<file path="config.mk">
export PLATFORM = sky130hd
export DESIGN_NAME = store_lane_buffer
export DESIGN_NICKNAME = d
export VERILOG_FILES = /design/src/rtl/store_lane_buffer.sv
export SDC_FILE = /design/constraint.sdc
export NUM_CORES = 1
export LEC_CHECK = 0
export BUFFER_PORTS_ARGS = -buffer_cell sky130_fd_sc_hd__buf_2
export CORE_UTILIZATION = 49
export CTS_BUF_LIST = sky130_fd_sc_hd__clkbuf_16
export DETAILED_ROUTE_END_ITERATION = 12
export PLACE_DENSITY = 0.85
export SYNTH_ARGS = -nofsm -noshare
export SYNTH_HDL_FRONTEND = slang
export SYNTH_SLANG_ARGS = --single-unit
</file>
<file path="constraint.sdc">
create_clock -name clk -period 1.7 [get_ports clk]
set_input_delay 0.255 -clock clk [delete_from_list [all_inputs] [get_ports clk]]
set_output_delay 0.255 -clock clk [all_outputs]
set_load 0.02 [all_outputs]
</file>
<file path="src/rtl/store_lane_buffer.sv">
// Store lane buffer: turns byte/half/word stores into word-aligned, lane-placed writes
// and queues them in a DEPTH-entry FIFO that drains in order. Macro: STORE_ALIGN_TRAP_EN.
module store_lane_buffer #(
  parameter int DEPTH = 2
) (
  input  logic        clk,
  input  logic        rst_n,
  input  logic        req_valid,
  output logic        req_ready,
  input  logic [31:0] req_addr,
  input  logic [31:0] req_data,
  input  logic [1:0]  req_size,
  output logic        mem_valid,
  input  logic        mem_ready,
  output logic [31:0] mem_addr,
  output logic [31:0] mem_wdata,
  output logic [3:0]  mem_be,
  output logic        addr_exc,
  output logic        empty
);

  localparam int PW = (DEPTH > 1) ? $clog2(DEPTH) : 1;
  localparam int CW = PW + 1;
  localparam logic [CW-1:0] FULL = CW'(DEPTH);
  localparam logic [PW-1:0] LAST = PW'(DEPTH - 1);

  // Both ports use valid/ready: a transfer happens on a rising edge where valid and
  // ready are both high; the source holds its payload stable until that edge.

  logic [PW-1:0] r_wr_ptr;
  logic [PW-1:0] r_rd_ptr;
  logic [CW-1:0] r_count;
  logic [29:0]   r_addr_q  [DEPTH];
  logic [31:0]   r_wdata_q [DEPTH];
  logic [3:0]    r_be_q    [DEPTH];

  logic [1:0]  w_off;
  logic [3:0]  w_be;
  logic [31:0] w_wdata;
  logic        w_trap;
  logic        w_accept;
  logic        w_push;
  logic        w_pop;

`ifdef STORE_ALIGN_TRAP_EN
  assign w_trap = ((req_size == 2'b01) & req_addr[0]) |
                  (req_size[1] & (req_addr[1:0] != 2'b00));
`else
  assign w_trap = 1'b0;
`endif

  always_comb begin
    w_off   = req_addr[1:0];
    w_be    = 4'b1111;
    w_wdata = req_data;
    case (req_size)
      2'b00: begin
        w_be    = 4'b0001 << w_off;
        w_wdata = {4{req_data[7:0]}};
      end
      2'b01: begin
`ifndef STORE_ALIGN_TRAP_EN
        w_off = {req_addr[1], 1'b0};
`endif
        w_be    = w_off[1] ? 4'b1100 : 4'b0011;
        w_wdata = {2{req_data[15:0]}};
      end
      default: begin
        w_be    = 4'b1111;
        w_wdata = req_data;
      end
    endcase
  end

  assign req_ready = (r_count != FULL);
  assign mem_valid = (r_count != '0);
  assign empty     = (r_count == '0);
  assign w_accept  = req_valid & req_ready;
  assign w_push    = w_accept & ~w_trap;
  assign w_pop     = mem_valid & mem_ready;

  assign mem_addr  = {r_addr_q[r_rd_ptr], 2'b00};
  assign mem_wdata = r_wdata_q[r_rd_ptr];
  assign mem_be    = r_be_q[r_rd_ptr];

  always_ff @(posedge clk or negedge rst_n) begin
    if (!rst_n) begin
      r_wr_ptr <= '0;
      r_rd_ptr <= '0;
      r_count  <= '0;
      for (int i = 0; i < DEPTH; i++) begin
        r_addr_q[i]  <= '0;
        r_wdata_q[i] <= '0;
        r_be_q[i]    <= '0;
      end
    end else begin
      if (w_push) begin
        r_addr_q[r_wr_ptr]  <= req_addr[31:2];
        r_wdata_q[r_wr_ptr] <= w_wdata;
        r_be_q[r_wr_ptr]    <= w_be;
        r_wr_ptr            <= (r_wr_ptr == LAST) ? '0 : r_wr_ptr + 1'b1;
      end
      if (w_pop) begin
        r_rd_ptr <= (r_rd_ptr == LAST) ? '0 : r_rd_ptr + 1'b1;
      end
      case ({w_push, w_pop})
        2'b10:   r_count <= r_count + 1'b1;
        2'b01:   r_count <= r_count - 1'b1;
        default: r_count <= r_count;
      endcase
    end
  end

`ifdef STORE_ALIGN_TRAP_EN
  logic r_exc;
  always_ff @(posedge clk or negedge rst_n) begin
    if (!rst_n) r_exc <= 1'b0;
    else        r_exc <= w_accept & w_trap;
  end
  assign addr_exc = r_exc;
`else
  assign addr_exc = 1'b0;
`endif

endmodule

</file>
======== Word-level counts from Yosys, hierarchy flattened ========
Index checks and enable logic that the tools add are counted.
cells by class
  magnitude comparators ................... 3
  bitwise logic cells ..................... 4
  reductions and logical operators ........ 5
  shift-type cells ........................ 1
  equal/unequal tests ..................... 4
  add/sub/neg operators ................... 4
  multiplexer cells ....................... 24
operators by type and width
  kind                   count
  $mux W32               4
  $mux W30               4
  $bwmux W64             1
  $pmux W32 S2           1
  $bwmux W60             1
  $demux W32 S1          1
  $demux W30 S1          1
  $mux W4                5
  $bwmux W8              1
  $pmux W4 S2            1
  $demux W4 S1           1
  $eq A2 B1 Y1 const B   2
  $ge A2 B2 Y1 const B   2
  $logic_not A2 Y1       2
  $not A1 Y2             2
  $pmux W2 S2            1
  $reduce_bool A2 Y1     2
  $shl A1 B2 Y4 const A  1
  $add A1 B1 Y1 const B  2
  $add A2 B1 Y2 const B  1
  $and A1 B1 Y1          2
  $eq A2 B2 Y1 const B   1
  $lt A2 B1 Y1 const B   1
  $mux W1                2
  other kinds (3)        3
word-level totals
  output and inout bits ................... 72
  input bits .............................. 70
  register bits ........................... 136
  logic and storage cells ................. 54

======== Depth between registers and ports, before layout ========
  depth after elaboration ................. 6
  depth in mapped cells ................... 8
  gate-level depth less buffers ........... 7

======== Least setup slack after synthesis ========
Ideal clock, no wire load.
  kind .................................... register -> register
  start point ............................. register r_count[1]
  end point ............................... register r_addr_q[16] (netlist bit)
  required time ........................... 1.575 ns
  clock period less this slack ............ 1.682 ns
  cell stages (with the launch flop) ...... 8
  setup slack ............................. 0.018 ns
  setup time .............................. 0.125 ns
  data arrival time ....................... 1.557 ns
  buffers on the path ..................... 3
  cell sequence ........................... dfrtp_1 > nor2b_1 > buf_4 > inv_2 > and3_4 > buf_6 > buf_6 > mux2_4
between the ends
  longest elaborated chain between the ends .. 2
RTL lines
  element                          RTL line  source
  from (decl)                      32        logic [CW-1:0] r_count;
  from (signal assigned)           107       2'b10: r_count <= r_count + 1'b1;
  from (signal assigned)           108       2'b01: r_count <= r_count - 1'b1;
  from (signal assigned)           109       default: r_count <= r_count;
  $ne A2 B2 Y1                     75        assign req_ready = (r_count != FULL);
  named net req_ready              9         output logic req_ready,
  $and A1 B1 Y1                    78        assign w_accept = req_valid & req_ready;
  to (signal, indexed assignment)  98        r_addr_q[r_wr_ptr] <= req_addr[31:2];
  to (decl)                        33        logic [29:0] r_addr_q [DEPTH];
The timed path passes the listed nets, and every way through them passes these cells.
A chain may end at the register's enable or synchronous reset.

======== Worst setup path in the final report ========
  start point ............................. register r_rd_ptr
  end point ............................... output port mem_wdata[11]
between the ends
  longest elaborated chain between the ends .. 4
RTL lines
  element                                      RTL line  source
  from (decl)                                  31        logic [PW-1:0] r_rd_ptr;
  from (signal assigned)                       104       r_rd_ptr <= (r_rd_ptr == LAST) ? '0 : r_rd_ptr + 1'b1;
  $not A1 Y2 (not written as such)             83        assign mem_wdata = r_wdata_q[r_rd_ptr];
  $mux W32 (not written as such) (3 in a row)  83
  to (decl)                                    16        output logic [31:0] mem_wdata,
No other way between the ends. The select of a mux whose other input is x is not followed.

==> results_dict.tcl <==
set metrics [dict create \
    status "finished, violations left" \
    violations "setup timing" \
    place_inst 742 \
    fin_util 0.673 \
    fill_cells 892 \
    worst_r2r_endpoint "r_count[1]$_DFFE_PN0P_" \
    ant_nets 0 \
    ys_ff_latch 136 \
    r2r_cells 5 \
    cts_made_buffers 17 \
    grt.busiest_layer "met2" \
    grt_usage 0.225 \
    met2_usage 0.404 \
    path_class "register to primary output" \
    grt_pass1_wl_um 22700 \
    fmax_mhz 519 \
    reg2reg_setup_slack_ns 0.03 \
    combPwrFrac 0.517 \
    cts_num_sinks 136 \
    start_util 0.507 \
    cp-start-kind "register" \
    wire_per_inst_um 20.5 \
    hold_path_end "r_addr_q[29]$_DFFE_PN0P_" \
    ioPinCount 142 \
    die_w_um 117 \
    final.setup.worst_slack_ns -0.225 \
    die_area_mm2 0.0137 \
    fin_worst_skew_ns 0.00592 \
    power.density_mw_per_mm2 2330 \
    synth.distinct_cells 26 \
    met1_usage 0.252 \
    finalPower_w 0.0200 \
    drt-initial-drc-count 191 \
    ir_drop_uv 1120 \
    power.switching_w 0.00703 \
    critical_path.cell_chain "buf_4 -> buf_12 -> mux2_2 -> buf_2" \
    diodes 0 \
    fin_crit_sh 1.13 \
    dp_hpwl_um 9740 \
    dr.pass1.iters 4 \
    holdWs_ns 0.0855 \
    portBuffers 138 \
    clockBufferDepth 2 \
    wirelength_um 16100 \
    final_layout_size_suffix_gt1_frac 0.675 \
    swShare 0.351 \
    postSynthCellCount 435 \
    ctsRootBufferMaster "clkbuf_16" \
    cap_viol_max_count 0 \
    p_seq_frac 0.293 \
    area_growth_pct 32.7 \
    dp_slack_ns 0.0584 \
    instances_no_fill 785 \
    gp_congestion 0.775 \
    netlist_area_mm2 0.00648 \
    holdPathStages 2 \
    fin_nets 671 \
    tritoncts "yes" \
    p_int_w 0.0130 \
    slowest_delay_ns 0.41 \
    rows 41 \
    hp-start "req_addr[31]" \
    core_area_mm2 0.0128 \
    drc 0 \
    cp_data_arrival_time_ns 1.67 \
    antenna_found_initial 0 \
    syn_area_per_cell_um2 14.9 \
    htreeDepth 4 \
    yosysWarnings 0 \
    hold_violations 0 \
    grt_max_degree 47 \
    p_leak_nw 3.95 \
    hp-class "primary input to register" \
    power_frac_clock 0.190 \
    setup_viol 66 \
    worstReg2RegStart "r_count[1]$_DFFE_PN0P_" \
    die_h_um 117 \
    critPathMaxFanout 20 \
    yosysSeqAreaShare 0.525 \
    vias 4193 \
    clk_pin_slew_worst_paths_ns 0.06 \
    grt_pass1_vias 4474 \
    viasPerCell 5.34 \
    end_kind "primary output" \
    met3_usage 0.0736 \
    overflow 0 \
    final_max_slew_viol_count 0 \
    cp.required_ns 1.44 \
    insertion_delay_ns 0.42 \
    fin_crit_ns 1.92 \
    rsz0062_at_grt "true" \
    critPathSlowestCell "dfrtp_2" \
]
[sequential cells by signal, indices dropped and copies added (netlist names)]
register,flops
r_wdata_q,64
r_addr_q,60
r_be_q,8
r_count,2
r_rd_ptr,1
r_wr_ptr,1
[area by class of cell]
| type | count | area [um^2] | share of cell area |
|---|---|---|---|
| Tap cell | 172 | 215 | 0.0250 |
| Clock buffer | 17 | 425 | 0.0495 |
| Sequential cell | 136 | 3400 | 0.396 |
| Multi-Input combinational cell | 262 | 2910 | 0.339 |
| Timing Repair Buffer | 172 | 1410 | 0.164 |
| Inverter | 11 | 41.3 | 0.00480 |
| Clock inverter | 15 | 185 | 0.0215 |
[cell usage in the layout (no fill, tap or decap), drive strengths merged, types with 4 or more instances in the layout]
cell / n
mux2: 206
buf: 167
dfrtp: 136
clkbuf: 21
mux2i: 16
inv: 12
o21ai: 8
o31ai: 8
clkinv: 7
bufinv: 4
nor2: 4
[cell families (layout without fill, tap and decap cells)]
| family | after synthesis | in the layout | synth area share |
|---|---|---|---|
| compound gates | 20 | 20 | 0.0201 |
| flops | 136 | 136 | 0.525 |
| xor+xnor | 5 | 5 | 0.00676 |
| fa+ha+maj | 1 | 1 | 0.00193 |
| simple gates | 11 | 11 | 0.00947 |
| buf+inv | 39 | 215 | 0.0344 |
| mux | 222 | 222 | 0.401 |
| other cells | 1 | 3 | 0.000579 |
[critical path, delay by kind of cell, from the launching register on]
family | cells | cell delay [ns]
multiplexers | 1 | 0.37
buffers and inverters | 3 | 0.46
flip-flops | 1 | 0.41
[synth_stat cells]
cell | n | share of area
mux2_2 | 174 | 0.30
dfrtp_1 | 136 | 0.53
mux2_4 | 32 | 0.074
mux2i_1 | 16 | 0.025
buf_2 | 10 | 0.0077
inv_1 | 10 | 0.0058
o21ai_0 | 8 | 0.0062
o31ai_1 | 8 | 0.0093
buf_4 | 7 | 0.0081
buf_6 | 5 | 0.0087
nor2_1 | 4 | 0.0023
buf_1 | 3 | 0.0017
clkbuf_1 | 3 | 0.0017
xnor2_1 | 3 | 0.0041
a21o_1 | 2 | 0.0023
nand2b_1 | 2 | 0.0019
o21bai_1 | 2 | 0.0023
xor2_1 | 2 | 0.0027
and2_1 | 1 | 0.00097
and3_4 | 1 | 0.0017
conb_1 | 1 | 0.00058
ha_1 | 1 | 0.0019
inv_2 | 1 | 0.00058
nand2_1 | 1 | 0.00058
nor2b_1 | 1 | 0.00097
or2_2 | 1 | 0.00097
[metrics by stage]
step | instance area, um^2 | TNS (ns)
after floorplan | 6480 | 0
after global placement | 7520 | 0
after detailed placement | 7520 | 0
after CTS | 8230 | -11.88
after global routing | 8590 | -14.79
final | 8590 | -12.07
[power groups by stage]
| stage | combinational, W | clock, W | sequential, W |
|---|---|---|---|
| finish | 0.0103 | 0.00381 | 0.00586 |
| detailed placement | 0.00861 | 0 | 0.00580 |
| global route | 0.0109 | 0.00401 | 0.00604 |
| CTS | 0.00899 | 0.00387 | 0.00579 |
| floorplan | 0.00631 | 0 | 0.00548 |
| global placement | 0.00839 | 0 | 0.00566 |
[metal layers]
metal	part of all wire	vias up	wire length, um
li1	-	1884	-
met1	0.40	2142	6420
met2	0.52	138	8380
met3	0.057	29	926
met4	0.024	0	383
met5	0	-	0
[how the worst max path moves through the flow]
stage                           start                       end  depth (start not counted)
3_3_place_gp   r_count[1]$_DFFE_PN0P_  r_wdata_q[1]$_DFFE_PN0P_                          5
5_1_grt          r_rd_ptr$_DFFE_PN0P_              mem_wdata[6]                          4
3_5_place_dp   r_count[1]$_DFFE_PN0P_  r_addr_q[27]$_DFFE_PN0P_                          5
4_1_cts          r_rd_ptr$_DFFE_PN0P_              mem_wdata[8]                          3
2_1_floorplan  r_count[1]$_DFFE_PN0P_  r_addr_q[16]$_DFFE_PN0P_                          7
6_report         r_rd_ptr$_DFFE_PN0P_             mem_wdata[11]                          4
[repair_timing]
item | 4_1_cts | 5_1_grt
endpoints found under the hold margin | 38 | 0
setup buffers | 1 | 2
cloned | 1 | 6
hold buffers | 1 | 0
setup endpoints to repair | 66 | 116
pin swaps | 0 | 0
gates resized for setup | 13 | 73
(Power assumes the default switching activity.)
